**src/rtl/output_signature_compactor.sv**
```systemverilog
// Compresses a wide output bus into a MISR so the driving logic survives synthesis,
// and reads the signature out MSB-first on one serial pin via a snapshot/shift handshake.
module output_signature_compactor #(
  parameter int                   DATA_WIDTH = 64,
  parameter int                   SIG_WIDTH  = 32,
  parameter logic [SIG_WIDTH-1:0] POLY       = 32'h00400007,
  parameter logic [SIG_WIDTH-1:0] SEED       = {{(SIG_WIDTH-1){1'b0}}, 1'b1}
) (
  input  logic                  clk,
  input  logic                  reset,
  input  logic [DATA_WIDTH-1:0] data_in,
  input  logic                  sample_en,
  input  logic                  clear,
  output logic [SIG_WIDTH-1:0]  signature,
  output logic [15:0]           sample_count,
  input  logic                  snapshot_req,
  output logic                  sig_bit,
  output logic                  sig_bit_valid,
  output logic                  sig_last,
  output logic                  snap_done,
  output logic                  busy
);

  localparam int NCHUNK = (DATA_WIDTH + SIG_WIDTH - 1) / SIG_WIDTH;
  localparam int PADW   = NCHUNK * SIG_WIDTH;
  localparam int IDXW   = $clog2(SIG_WIDTH);

  typedef enum logic [1:0] {
    ST_IDLE,
    ST_SHIFT,
    ST_DONE
  } state_t;

  logic [PADW-1:0]      w_data_pad;
  logic [SIG_WIDTH-1:0] w_fold;
  logic [SIG_WIDTH-1:0] w_sig_step;
  logic [SIG_WIDTH-1:0] r_sig;
  logic [15:0]          r_count;

  state_t               r_state, w_state_next;
  logic [SIG_WIDTH-1:0] r_snap, w_snap_next;
  logic [IDXW-1:0]      r_idx, w_idx_next;
  logic                 r_sig_bit, w_sig_bit_next;
  logic                 r_valid, w_valid_next;
  logic                 r_last, w_last_next;
  logic                 r_done, w_done_next;
  logic                 r_busy, w_busy_next;

  // Zero-pad so the last partial chunk folds in cleanly.
  assign w_data_pad = PADW'(data_in);

  always_comb begin
    w_fold = '0;
    for (int k = 0; k < NCHUNK; k++) begin
      w_fold = w_fold ^ w_data_pad[k*SIG_WIDTH +: SIG_WIDTH];
    end
  end

  assign w_sig_step = {r_sig[SIG_WIDTH-2:0], 1'b0}
                    ^ (r_sig[SIG_WIDTH-1] ? POLY : '0)
                    ^ w_fold;

  always_ff @(posedge clk or posedge reset) begin
    if (reset) begin
      r_sig   <= SEED;
      r_count <= '0;
    end else if (clear) begin
      r_sig   <= SEED;
      r_count <= '0;
    end else if (sample_en) begin
      r_sig <= w_sig_step;
      if (r_count != 16'hFFFF) begin
        r_count <= r_count + 16'd1;
      end
    end
  end

  always_comb begin
    w_state_next = r_state;
    w_snap_next  = r_snap;
    w_idx_next   = r_idx;
    case (r_state)
      ST_IDLE: begin
        if (snapshot_req) begin
          w_snap_next  = r_sig;
          w_idx_next   = IDXW'(SIG_WIDTH - 1);
          w_state_next = ST_SHIFT;
        end
      end
      ST_SHIFT: begin
        if (r_idx == '0) begin
          w_state_next = ST_DONE;
        end else begin
          w_idx_next = r_idx - 1'b1;
        end
      end
      ST_DONE:  w_state_next = ST_IDLE;
      default:  w_state_next = ST_IDLE;
    endcase

    // Outputs are decoded from the next state so they leave straight from flops.
    w_valid_next   = (w_state_next == ST_SHIFT);
    w_sig_bit_next = w_valid_next & w_snap_next[w_idx_next];
    w_last_next    = w_valid_next && (w_idx_next == '0);
    w_done_next    = (w_state_next == ST_DONE);
    w_busy_next    = (w_state_next != ST_IDLE);
  end

  always_ff @(posedge clk or posedge reset) begin
    if (reset) begin
      r_state   <= ST_IDLE;
      r_snap    <= '0;
      r_idx     <= '0;
      r_sig_bit <= 1'b0;
      r_valid   <= 1'b0;
      r_last    <= 1'b0;
      r_done    <= 1'b0;
      r_busy    <= 1'b0;
    end else begin
      r_state   <= w_state_next;
      r_snap    <= w_snap_next;
      r_idx     <= w_idx_next;
      r_sig_bit <= w_sig_bit_next;
      r_valid   <= w_valid_next;
      r_last    <= w_last_next;
      r_done    <= w_done_next;
      r_busy    <= w_busy_next;
    end
  end

  assign signature     = r_sig;
  assign sample_count  = r_count;
  assign sig_bit       = r_sig_bit;
  assign sig_bit_valid = r_valid;
  assign sig_last      = r_last;
  assign snap_done     = r_done;
  assign busy          = r_busy;

endmodule

```
**config.mk**
```make
export PLATFORM = sky130hd
export DESIGN_NAME = output_signature_compactor
export DESIGN_NICKNAME = d
export VERILOG_FILES = /design/src/rtl/output_signature_compactor.sv
export SDC_FILE = /design/constraint.sdc
export NUM_CORES = 1
export LEC_CHECK = 0
export ABC_AREA = 0
export BUFFER_PORTS_ARGS = -buffer_cell sky130_fd_sc_hd__buf_2
export CAP_MARGIN = 20
export CELL_PAD_IN_SITES_DETAIL_PLACEMENT = 0
export CELL_PAD_IN_SITES_GLOBAL_PLACEMENT = 1
export CORE_ASPECT_RATIO = 1.2
export CORE_UTILIZATION = 45
export CTS_BUF_LIST = sky130_fd_sc_hd__clkbuf_2 sky130_fd_sc_hd__clkbuf_4 sky130_fd_sc_hd__clkbuf_8
export CTS_CLUSTER_DIAMETER = 150
export DETAILED_ROUTE_END_ITERATION = 16
export PLACE_DENSITY_LB_ADDON = 0.1
export SETUP_SLACK_MARGIN = 0.15
export SYNTH_ARGS = -nofsm -noshare
export SYNTH_HDL_FRONTEND = slang
export SYNTH_SLANG_ARGS = --single-unit
```
**constraint.sdc**
```tcl
create_clock -name clk -period 5.28 [get_ports clk]
set_input_delay 0.264 -clock clk [delete_from_list [all_inputs] [get_ports clk]]
set_output_delay 0.264 -clock clk [all_outputs]
set_load 0.01 [all_outputs]
```
; Word level (Yosys, flattened, before mapping)
; Index checks and enable logic that the tools add are counted.
[classes]
n_lt_le_gt_ge = 1
muxes = 16
n_bitwise = 4
reduce_logical = 8
n_eq_ne = 4
n_addsub = 2
[op_table]
columns = cell, count
row1 = two-way mux 32 bit, 4
row2 = XOR 32 bit, 2
row3 = two-way mux 16 bit, 3
row4 = XOR 32 x 23 -> 32 bit, 1
row5 = two-way mux 23 bit, 1
row6 = adder 16 x 1 -> 16 bit (second input constant), 1
row7 = != test 16 bit (second input constant), 1
row8 = logical NOT 5 bit, 2
row9 = two-way mux 5 bit, 2
row10 = one-hot mux 5 bit (2 select lines), 1
row11 = < comparator 5 x 6 -> 1 bit (second input constant), 1
row12 = nonzero test 2 bit, 3
row13 = binary-select mux 1 bit (select 5 bit), 1
row14 = subtractor 5 x 1 -> 5 bit (second input constant), 1
row15 = == test 2 x 1 -> 1 bit (second input constant), 2
row16 = two-way mux 2 bit, 2
row17 = one-hot mux 2 bit (2 select lines), 1
row18 = == test 2 bit (second input constant), 1
row19 = logical NOT 2 bit, 1
row20 = AND reduction 2 bit, 1
row21 = AND 1 bit, 1
row22 = logical AND 1 bit, 1
row23 = two-way mux 1 bit, 1
[word_totals]
inputBits = 69
regBits = 92
out_inout_bits = 53
wordCells = 45

; Logic depth before layout (Yosys ltp)
[logic_depth]
word_depth = 6
ltp_mapped = 10
depth_no_buf = 9

; Worst setup path before layout
; Ideal clock, no wire load.
[synth_path]
path_type = reg-to-reg
from = register r_idx[0]
to = register r_sig_bit, in the netlist sig_bit
setup_time_ns = 0.126
period_less_slack_ns = 2.455
arrival_ns = 2.329
stages_incl_launch_ff = 11
required_time_ns = 5.154
setup_slack_ns = 2.825
n_path_buf = 1
cell_sequence = dfrtp_1 -> inv_1 -> ha_1 -> inv_1 -> o41a_4 -> mux2i_4 -> buf_12 -> mux2i_1 -> mux2_2 -> o22ai_1 -> o32a_1
[synth_between]
elab_chain_cells = 6
word_cells_on_any_way = 11
cone_classes = 1 x add/sub / 1 x eq/ne / 7 x mux / 1 x bitwise / 1 x reduce/logical
[synth_rtl]
columns = item, line
row1 = from (decl), 42  ; logic [IDXW-1:0] r_idx, w_idx_next;
row2 = from (signal assigned), 122  ; r_idx <= w_idx_next;
row3 = subtractor 5 x 1 -> 5 bit or logical NOT 5 bit (tied branches), "94, 91"
row4 = two-way mux 5 bit, 91  ; if (r_idx == '0) begin
row5 = one-hot mux 5 bit (2 select lines) (*), 82  ; case (r_state)
row6 = via w_idx_next[0], 42
row7 = binary-select mux 1 bit (select 5 bit) (*), 103  ; w_sig_bit_next = w_valid_next & w_snap_next[w_idx_next];
row8 = two-way mux 1 bit (implied by the code) (*), 103
row9 = AND 1 bit (*), 103
row10 = via w_sig_bit_next, 43  ; logic r_sig_bit, w_sig_bit_next;
row11 = to (signal assigned), 123  ; r_sig_bit <= w_sig_bit_next;
row12 = to (decl), 43
; Mark *: on every way through the listed nets, which the timed path passes. The rest lies on a longest branch. The select of a mux whose other input is x is not followed.
; A chain may end at the register's enable or synchronous reset.

; Worst setup path in the final report
[layout_path]
from = register r_idx[0]
to = register r_sig_bit, in the netlist sig_bit
[layout_between]
elab_chain_cells = 6
word_cells_on_any_way = 11
cone_classes = 1 x add/sub / 1 x eq/ne / 7 x mux / 1 x bitwise / 1 x reduce/logical
[layout_rtl]
columns = item, line
row1 = subtractor 5 x 1 -> 5 bit or logical NOT 5 bit (tied branches), "94, 91"
row2 = two-way mux 5 bit, 91
row3 = one-hot mux 5 bit (2 select lines), 82
row4 = binary-select mux 1 bit (select 5 bit), 103
row5 = two-way mux 1 bit (implied by the code), 103
row6 = AND 1 bit (*), 103
row7 = via w_sig_bit_next, 43
; Marks and branches as above.

==> results.toml <==
[power]
p_leak_nw = 2.70
ir_drop_mv = 0.219
pwr_density_cell_mw_per_mm2 = 415

[timing]
timing.final.crit_share_pct = 53.8
finalSetupViolations = 0
tns_ns = 0
slew_viol_final = 0
relSlewSlack_pct = 30.8
fin_crit_ns = 2.84
hold_viol_final = 0
tightest_slew_ns = 1.04
rsz0062_at_grt = "no"
skew_ns = 0.00767
fmax_ghz = 0.352

[detailed_routing]
firstDrtPassIters = 4
ant_nets = 0
dr.first_iter.drc_count = 122
routed_wl_mm = 9.27
num_vias = 3287
vias_per_cell = 5.06
wire_per_inst_um = 14.3
drc = 0

[worst_setup_path]
path_class = "reg2reg"
worstPathMaxFanout = 17
critPathArrivalTime_ns = 3.08
cp-end-kind = "register"
worstPathRequired_ns = 5.52
start_kind = "register"

[cts]
clock_path_buffers = 2
numCtsBuffers = 9
clock_sinks = 92
clk_pin_slew_worst_paths_ns = 0.09
cts_max_level = 3
cts_tree = "yes"
clock_latency_ns = 0.36
cts-root-buf = "clkbuf_8"
post-cts-setup-buffers = 0

[global_route]
antenna_found_initial = 0
grt_use_total_pct = 18.9
first_global_vias = 3337
grt_max_degree = 86
grt_pass1_wl_mm = 15.7
grt_overflow = 0

[finish]
antenna_cells = 0
drive_gt1_share_pct = 36.3
post-route-util_pct = 56.0
syn2layout_area_growth_pct = 20.5
fin_nets = 590

[floorplan]
die_area_mm2 = 0.0108
start_util_pct = 46.5
coreArea_mm2 = 0.0101
row_count = 40
fp.dieW_um = 95.0
ios = 122
chipHeight_um = 114

[flow_run]
maxCapViolCount = 0

[placed_design]
portBuffers = 121
dpl.hpwl_mm = 6.42
gp_congestion = 0.786

[yosys]
synth_area_mm2 = 0.00467
synth-simple-area-share_pct = 9.18
syn_nets = 469
netlist.area_leader.share_pct = 48.7
ys_seq_area_share_pct = 49.3
yosys-mux-area-fraction_pct = 19.8
synth_ff_type = "dfrtp_1"
synth_xor_xnor_area_share_pct = 15.0
synth_top_family_by_area = "multiplexers"
synth_cell_types = 40
async_reset_ff_share_pct = 100
synth_edf_count = 0
synth_fa_ha_area_share_pct = 0.535
synth_top_cell_by_area = "dfrtp_1"
synth-compound-area-share_pct = 3.77
ys_seq_elements = 92
yosysWarnings = 0
avgSynthCellArea_um2 = 11.7
yosys-top-cells-area = "dfrtp_1, xnor2_1, mux2_2"
syn_inst = 398

[status]
status = "finished, final reports clean"

[min_path]
hp-class = "in2reg"
worst max-delay path, stage by stage, from the launching register on:
cell and delay, ns:
dfrtp_1 0.45, inv_1 0.08, ha_1 0.17, inv_1 0.05, o41a_4 0.47, mux2i_4 0.67, mux2i_1 0.27, mux2_2 0.16
o22ai_1 0.07, o32a_1 0.32
repair_timing:
action / CTS / global route
hold buffers: 1 / 0
hold endpoints to repair: 7 / 0
gates resized for setup: 0 / 0
registers in the layout, indices dropped and copies added, names as in the netlist:
register,cells
r_state,2
snap_done,1
sig_bit,1
busy,1
sig_last,1
r_snap,32
sample_count,16
signature,32
r_idx,5
sig_bit_valid,1
layer usage:
layer | vias up | GRT usage, % | part of all wire [%]
li1 | 1600 | - | -
met1 | 1597 | 24.1 | 45
met2 | 77 | 31.9 | 49
met3 | 13 | 2.60 | 3.8
met4 | 0 | 8.08 | 1.8
met5 | - | 0 | 0
cell usage after synthesis (2+ instances only):
| cell | count |
|---|---|
| dfrtp_1 | 91 |
| xnor2_1 | 69 |
| nor2_1 | 52 |
| mux2i_1 | 45 |
| mux2_2 | 40 |
| xor2_1 | 11 |
| nand2_1 | 10 |
| inv_1 | 7 |
| nand3_1 | 7 |
| buf_1 | 5 |
| clkbuf_1 | 5 |
| nand4_1 | 5 |
| a211oi_1 | 4 |
| a21oi_1 | 4 |
| nor3_1 | 3 |
| nor4_1 | 3 |
| o21ai_0 | 3 |
| o22ai_1 | 3 |
| or2_2 | 3 |
| or3_1 | 3 |
| and4_1 | 2 |
| buf_2 | 2 |
| buf_6 | 2 |
| ha_1 | 2 |
| or2b_1 | 2 |
per-stage QoR:
step | instances | area [µm²] | hold WS, ns | total power, mW | setup slack [ns]
after floorplan | 398 | 4670 | 0.381 | 1.65 | 2.63
after global placement | 632 | 5370 | 0.153 | 1.82 | 2.55
after detailed placement | 632 | 5370 | 0.156 | 1.84 | 2.44
after CTS | 649 | 5610 | 0.163 | 2.37 | 2.42
after global routing | 650 | 5630 | 0.180 | 2.50 | 2.22
final | 650 | 5630 | 0.182 | 2.34 | 2.44
cell families after synthesis:
family          Yosys count
compound gates           22
xor+xnor                 80
fa+ha+maj                 2
buf+inv                  22
flops                    92
mux                      86
simple gates             94
final cells by class:
| class | count | area [µm²] |
|---|---|---|
| fill | 902 | 4430 |
| sequential | 92 | 2300 |
| multi-input combinational | 284 | 2260 |
| timing repair buffer | 125 | 658 |
| tap | 126 | 158 |
| clock buffer | 10 | 138 |
| clock inverter | 6 | 87.6 |
| inverter | 7 | 28.8 |
path summary, 6_finish.rpt:
check	start	to	slack (ns)	cells after the start
max	r_idx[0]$_DFF_PP0_	sig_bit$_DFF_PP0_	2.44	9
min	snapshot_req	busy$_DFF_PP0_	0.18	3
max reg2reg	r_idx[0]$_DFF_PP0_	sig_bit$_DFF_PP0_	2.44	9
min reg2reg	r_snap[21]$_DFF_PP0_	r_snap[21]$_DFF_PP0_	0.50	1
max in group asynchronous	reset	signature[0]$_DFFE_PP1P_	4.04	5
min in group asynchronous	reset	sample_count[6]$_DFFE_PP0P_	0.32	3
power breakdown:
group          switching [mW]  internal, mW
sequential              0.101         0.868
combinational           0.399         0.442
clock                   0.248         0.279
total                   0.748          1.59
cells in the final DEF, fill, tap and decap left out, types with 4 or more instances in the layout:
| master | count |
|---|---|
| nand4_1 | 5 |
| nand3_1 | 7 |
| inv_1 | 6 |
| mux2i_1 | 45 |
| buf_2 | 121 |
| dfrtp_1 | 91 |
| nor2_1 | 52 |
| nand2_1 | 10 |
| mux2_2 | 40 |
| xor2_1 | 11 |
| a21oi_1 | 4 |
| clkbuf_8 | 10 |
| a211oi_1 | 4 |
| xnor2_1 | 69 |
No activity file was read; power rests on OpenSTA's default activity.
